`config.mk`:
```
export PLATFORM = sky130hd
export DESIGN_NAME = rs_fifo_grace
export DESIGN_NICKNAME = d
export VERILOG_FILES = /design/src/rtl/rs_fifo_grace.sv
export SDC_FILE = /design/constraint.sdc
export NUM_CORES = 1
export LEC_CHECK = 0
export CAP_MARGIN = 15
export CORE_MARGIN = 5
export CORE_UTILIZATION = 34
export DETAILED_ROUTE_END_ITERATION = 10
export PLACE_DENSITY = 0.49
export SETUP_SLACK_MARGIN = 0.3
export SLEW_MARGIN = 20
export SYNTH_ARGS = -nofsm -noshare
export SYNTH_HDL_FRONTEND = slang
export SYNTH_SLANG_ARGS = --single-unit
```
`constraint.sdc`:
```
create_clock -name clk -period 6.86 [get_ports clk]
set_clock_uncertainty 0.2 [all_clocks]
set_input_delay 2.058 -clock clk [delete_from_list [all_inputs] [get_ports clk]]
set_output_delay 2.058 -clock clk [all_outputs]
set_load 0.01 [all_outputs]
```
`src/rtl/rs_fifo_grace.sv`:
```
// Terminating FWFT FIFO for a chain of registered relay stages. Deasserts if_full_n
// GRACE entries early so that writes already in flight are still stored.
module rs_fifo_grace #(
   parameter int unsigned DATA_WIDTH = 32,
   parameter int unsigned DEPTH      = 16,
   parameter int unsigned GRACE      = 4
) (
   input  logic                          clk,
   input  logic                          reset,
   output logic                          if_full_n,
   input  logic                          if_write,
   input  logic [DATA_WIDTH-1:0]         if_din,
   output logic                          if_empty_n,
   input  logic                          if_read,
   output logic [DATA_WIDTH-1:0]         if_dout,
   output logic [$clog2(DEPTH+1)-1:0]    occupancy,
   output logic                          overflow
);

   localparam int unsigned CntW = $clog2(DEPTH + 1);
   localparam int unsigned PtrW = $clog2(DEPTH);
   localparam logic [CntW-1:0] CntDepth = CntW'(DEPTH);
   localparam logic [CntW-1:0] CntThr   = CntW'(DEPTH - GRACE);
   localparam logic [PtrW-1:0] PtrLast  = PtrW'(DEPTH - 1);

   logic [DATA_WIDTH-1:0] mem_q [DEPTH];
   logic [CntW-1:0]       count_q, count_d;
   logic [PtrW-1:0]       rd_ptr_q, rd_ptr_d, wr_ptr_q, wr_ptr_d;
   logic                  full_n_q, full_n_d;
   logic                  empty_n_q, empty_n_d;
   logic                  overflow_q, overflow_d;
   logic                  wr_en, rd_en;

   // Writes are not gated by full_n: in-flight writes land in the grace slack.
   always_comb begin
      rd_en = if_read && empty_n_q;
      wr_en = if_write && ((count_q < CntDepth) || rd_en);
   end

   always_comb begin
      count_d    = count_q;
      rd_ptr_d   = rd_ptr_q;
      wr_ptr_d   = wr_ptr_q;
      overflow_d = overflow_q || (if_write && !wr_en);
      unique case ({wr_en, rd_en})
         2'b10:   count_d = count_q + CntW'(1);
         2'b01:   count_d = count_q - CntW'(1);
         default: count_d = count_q;
      endcase
      if (wr_en) wr_ptr_d = (wr_ptr_q == PtrLast) ? '0 : wr_ptr_q + PtrW'(1);
      if (rd_en) rd_ptr_d = (rd_ptr_q == PtrLast) ? '0 : rd_ptr_q + PtrW'(1);
      full_n_d  = count_d < CntThr;
      empty_n_d = count_d != '0;
   end

   always_ff @(posedge clk) begin
      if (reset) begin
         count_q    <= '0;
         rd_ptr_q   <= '0;
         wr_ptr_q   <= '0;
         full_n_q   <= 1'b0;
         empty_n_q  <= 1'b0;
         overflow_q <= 1'b0;
      end else begin
         count_q    <= count_d;
         rd_ptr_q   <= rd_ptr_d;
         wr_ptr_q   <= wr_ptr_d;
         full_n_q   <= full_n_d;
         empty_n_q  <= empty_n_d;
         overflow_q <= overflow_d;
      end
   end

   // Storage is deliberately left unreset.
   always_ff @(posedge clk) begin
      if (!reset && wr_en) mem_q[wr_ptr_q] <= if_din;
   end

   assign if_dout    = mem_q[rd_ptr_q];
   assign if_full_n  = full_n_q;
   assign if_empty_n = empty_n_q;
   assign occupancy  = count_q;
   assign overflow   = overflow_q;

endmodule

```
==> report_table.html <==
<table>
<tr><th>Metric</th><th>Value</th></tr>
<tr><th colspan="2">Outcome</th></tr>
<tr><td>Status</td><td>complete, no violations</td></tr>
<tr><th colspan="2">Worst setup path</th></tr>
<tr><td>Type of destination of the critical path</td><td>primary output</td></tr>
<tr><td>Kind of critical path</td><td>reg -&gt; out</td></tr>
<tr><td>Highest fanout seen on the critical path</td><td>38</td></tr>
<tr><td>Critical path required time</td><td>4.60 ns</td></tr>
<tr><td>Element type at the critical path start</td><td>flop</td></tr>
<tr><td>Worst EP arrival</td><td>3.56 ns</td></tr>
<tr><th colspan="2">CTS</th></tr>
<tr><td>Clk root buf</td><td>sky130_fd_sc_hd__clkbuf_16</td></tr>
<tr><td>TritonCTS clock tree</td><td>built</td></tr>
<tr><td>Clk Latency, worst-skew pair</td><td>between 0.5 and 0.6 ns</td></tr>
<tr><td>Clock H-tree levels</td><td>2</td></tr>
<tr><td>Resized cells post-CTS</td><td>0</td></tr>
<tr><td>Clock Sinks</td><td>532</td></tr>
<tr><td>Buffers from clock root to sink, at most</td><td>3</td></tr>
<tr><td>Post-CTS Setup Bufs</td><td>0</td></tr>
<tr><td>Num CTS Buffers</td><td>56</td></tr>
<tr><td>Post-CTS clock slew at the launch and capture registers of the worst setup and hold paths</td><td>approximately 0.060 ns</td></tr>
<tr><td>CTS hold repair buffers</td><td>0</td></tr>
<tr><th colspan="2">STA</th></tr>
<tr><td>Worst hold margin</td><td>0.2848 ns</td></tr>
<tr><td>Unrepaired setup endpoints after global routing</td><td>false</td></tr>
<tr><td>Headroom to the max-slew limit</td><td>38.34%</td></tr>
<tr><td>Final period util</td><td>84.80%</td></tr>
<tr><td>Final count of hold timing violations</td><td>0</td></tr>
<tr><td>Crit path time final</td><td>5.818 ns</td></tr>
<tr><td>Slew @ Worst Pin</td><td>0.9228 ns</td></tr>
<tr><td>Max frequency</td><td>0.1719 GHz</td></tr>
<tr><td>Accumulated negative setup slack</td><td>0 ns</td></tr>
<tr><td>Max-slew violation total from the final report</td><td>0</td></tr>
<tr><td>Count of endpoints failing setup in the final report</td><td>0</td></tr>
<tr><th colspan="2">Die</th></tr>
<tr><td>Chip width</td><td>255.3 um</td></tr>
<tr><td>Die extent in y</td><td>roughly 260 um</td></tr>
<tr><td>Initial cell density of the core</td><td>between 30% and 40%</td></tr>
<tr><td>Area of the placeable core</td><td>0.06002 mm^2</td></tr>
<tr><td>Number of top-level pins</td><td>76</td></tr>
<tr><td>Cell Rows</td><td>90</td></tr>
<tr><td>Die Outline Area</td><td>0.06516 mm^2</td></tr>
<tr><th colspan="2">Min path</th></tr>
<tr><td>Worst min-delay path category</td><td>reg -&gt; reg</td></tr>
<tr><th colspan="2">GRT</th></tr>
<tr><td>Antenna violations before repair</td><td>2</td></tr>
<tr><td>Wire length of the first global-routing pass</td><td>65.72 mm</td></tr>
<tr><td>Gr usage total</td><td>13.65%</td></tr>
<tr><td>Vias in the first global route</td><td>9539</td></tr>
<tr><td>Total congestion overflow after global routing</td><td>0</td></tr>
<tr><td>Largest net degree at the start of global routing</td><td>129</td></tr>
<tr><th colspan="2">Final layout</th></tr>
<tr><td>Final core occ</td><td>40.13%</td></tr>
<tr><td>Number of filler cells placed in the layout</td><td>5210</td></tr>
<tr><td>Nets</td><td>1003</td></tr>
<tr><td>Synthesis-to-layout area growth</td><td>17.75%</td></tr>
<tr><td>Share of cells above drive strength 1</td><td>a little under a quarter</td></tr>
<tr><th colspan="2">Detailed routing</th></tr>
<tr><td>First-pass iteration count of the detailed router</td><td>5</td></tr>
<tr><td>Routed length per placed instance</td><td>24.84 um</td></tr>
<tr><td>DRC errors left</td><td>0</td></tr>
<tr><td>Detail-routed via count per cell</td><td>5.058</td></tr>
<tr><td>Routed vias</td><td>9023</td></tr>
<tr><td>Initial detailed-routing violation count</td><td>605</td></tr>
<tr><td>Total detailed-routing wirelength</td><td>roughly 44 mm</td></tr>
<tr><td>Remaining number of nets flagged by the antenna check after routing</td><td>0</td></tr>
<tr><th colspan="2">Logic synthesis</th></tr>
<tr><td>Asr flop ratio synth</td><td>0%</td></tr>
<tr><td>Sequential fraction of the synthesis area</td><td>77.13%</td></tr>
<tr><td>Top cell type by total area after synthesis</td><td>sky130_fd_sc_hd__edfxtp_1</td></tr>
<tr><td>Cell Area, Synth</td><td>0.02045 mm^2</td></tr>
<tr><td>Yosys warnings</td><td>0</td></tr>
<tr><td>Syn nets</td><td>881</td></tr>
<tr><td>Leading cell types by total area after synthesis</td><td>sky130_fd_sc_hd__edfxtp_1 75%, sky130_fd_sc_hd__mux4_2 12%, sky130_fd_sc_hd__mux4_1 6.4%</td></tr>
<tr><td>Top post-synthesis cells by count</td><td>512 x sky130_fd_sc_hd__edfxtp_1, 110 x sky130_fd_sc_hd__mux4_2, 50 x sky130_fd_sc_hd__mux4_1</td></tr>
<tr><td>Post-synth top flop</td><td>sky130_fd_sc_hd__edfxtp_1</td></tr>
<tr><td>Number of enable-type register cells in the synthesized netlist</td><td>512</td></tr>
<tr><td>Most frequent cell after synthesis</td><td>sky130_fd_sc_hd__edfxtp_1</td></tr>
<tr><td>Post-synth top area share</td><td>between 70% and 80%</td></tr>
<tr><td>Distinct cell type count of the synthesized netlist</td><td>36</td></tr>
<tr><td>Avg Cell Area, Syn</td><td>~24 um^2</td></tr>
<tr><td>Post-Syn Instances</td><td>837</td></tr>
<tr><td>Synthesized flop and latch total</td><td>532</td></tr>
<tr><th colspan="2">Placement</th></tr>
<tr><td>Number of I/O port buffers</td><td>75</td></tr>
<tr><td>Gp weighted congestion</td><td>slightly below 0.7</td></tr>
<tr><td>Estimated wirelength of the detail-placed design</td><td>25.23 mm</td></tr>
<tr><th colspan="2">Power</th></tr>
<tr><td>Power per Cell Area</td><td>303.0 mW/mm^2</td></tr>
<tr><td>Worst IR Drop VDD</td><td>0.1826 mV</td></tr>
<tr><td>Static leakage power</td><td>7.336 nW</td></tr>
<tr><th colspan="2">Flow run</th></tr>
<tr><td>Max-cap viol count</td><td>0</td></tr>
</table>
metrics by stage:
step	setup slack (ns)	power, mW	area (um^2)	instances
4_1_cts	0.9162	7.419	24080	1783
2_1_floorplan	1.163	4.233	20450	837
3_3_place_gp	1.560	4.540	22270	1678
3_5_place_dp	1.523	4.543	22370	1683
5_1_grt	0.8488	7.594	24080	1783
6_report	1.042	7.298	24080	1784
area by class of cell:
class	count	area [um^2]	share of cell area, %
inverters	6	22.52	0.09352
well taps	782	978.4	4.063
flip-flops and latches	532	15790	65.55
diodes	1	2.502	0.01039
repair buffers	106	1096	4.551
multi-input cells	257	4487	18.63
clock inverters	28	247.7	1.029
clock buffers	72	1461	6.068
critical path, cell delays in order, from the launching register on:
cell                              delay, ns
sky130_fd_sc_hd__dfxtp_4               0.85
sky130_fd_sc_hd__buf_4                 0.42
sky130_fd_sc_hd__mux4_1                0.62
sky130_fd_sc_hd__mux4_2                0.50
sky130_fd_sc_hd__clkdlybuf4s50_1       0.49
metal layers:
metal	global-route usage, %	part of all wire [%]	vias to the layer above
li1	-	-	3882
met1	19.64	45	4916
met2	21.60	49	173
met3	2.977	4.4	52
met4	3.113	1.7	0
met5	0	0	-
state kept, by name, indices dropped and copies added (netlist names), named ones only:
name / count
occupancy: 5
wr_ptr_q: 4
mem_q: 512
if_full_n: 1
rd_ptr_q: 4
overflow: 1
if_empty_n: 1
power breakdown:
part	internal (mW)	total (mW)	switching [mW]
Sequential	3.61	3.67	0.0601
Clock	1.64	2.85	1.20
Combinational	0.429	0.783	0.354
Total	5.68	7.30	1.62
kinds of logic after synthesis:
family                     Yosys count  synth area share [%]
muxes                              162                 18.63
xor gates and xnor gates             8                0.3426
DFF                                532                 77.13
AOI/OAI and AO/OA                   25                0.8015
and+or+nand+nor                     54                 1.132
adders and majority gates            8                0.4894
buffers and inverters               48                 1.474
worst paths after layout:
path | start | depth (start not counted) | to | slack [ns]
worst min register to register | overflow | 2 | overflow | 0.28
worst max register to register | if_empty_n | 7 | mem_q[11][13] | 3.74
worst min-delay path | overflow | 2 | overflow | 0.28
worst max-delay path | flop | 4 | if_dout[9] | 1.04
placed cells by master, fill, tap and decap left out, types with 2 or more instances in the layout:
| cell | netlist | final |
|---|---|---|
| sky130_fd_sc_hd__edfxtp_1 | 512 | 512 |
| sky130_fd_sc_hd__mux4_2 | 110 | 110 |
| sky130_fd_sc_hd__clkdlybuf4s50_1 | 0 | 75 |
| sky130_fd_sc_hd__clkbuf_16 | 0 | 56 |
| sky130_fd_sc_hd__mux4_1 | 50 | 50 |
| sky130_fd_sc_hd__buf_4 | 0 | 22 |
| sky130_fd_sc_hd__nor2_1 | 29 | 17 |
| sky130_fd_sc_hd__clkbuf_1 | 20 | 16 |
| sky130_fd_sc_hd__dfxtp_1 | 20 | 16 |
| sky130_fd_sc_hd__nand2_1 | 12 | 12 |
| sky130_fd_sc_hd__nor2_4 | 0 | 12 |
| sky130_fd_sc_hd__clkinv_1 | 0 | 12 |
| sky130_fd_sc_hd__buf_12 | 0 | 9 |
| sky130_fd_sc_hd__a21oi_1 | 8 | 8 |
| sky130_fd_sc_hd__ha_1 | 8 | 8 |
| sky130_fd_sc_hd__clkinv_2 | 0 | 7 |
| sky130_fd_sc_hd__inv_1 | 6 | 6 |
| sky130_fd_sc_hd__xor2_1 | 5 | 5 |
| sky130_fd_sc_hd__nor3_2 | 0 | 4 |
| sky130_fd_sc_hd__o21ai_0 | 4 | 4 |
| sky130_fd_sc_hd__bufinv_16 | 0 | 4 |
| sky130_fd_sc_hd__xnor2_1 | 3 | 3 |
| sky130_fd_sc_hd__nor2b_1 | 3 | 3 |
| sky130_fd_sc_hd__dfxtp_4 | 0 | 3 |
| sky130_fd_sc_hd__clkinvlp_4 | 0 | 3 |
| sky130_fd_sc_hd__nand2b_1 | 2 | 2 |
| sky130_fd_sc_hd__a311oi_1 | 2 | 2 |
| sky130_fd_sc_hd__mux2i_1 | 2 | 2 |
| sky130_fd_sc_hd__a22o_1 | 2 | 2 |
Power figures use the tool's default switching activity.
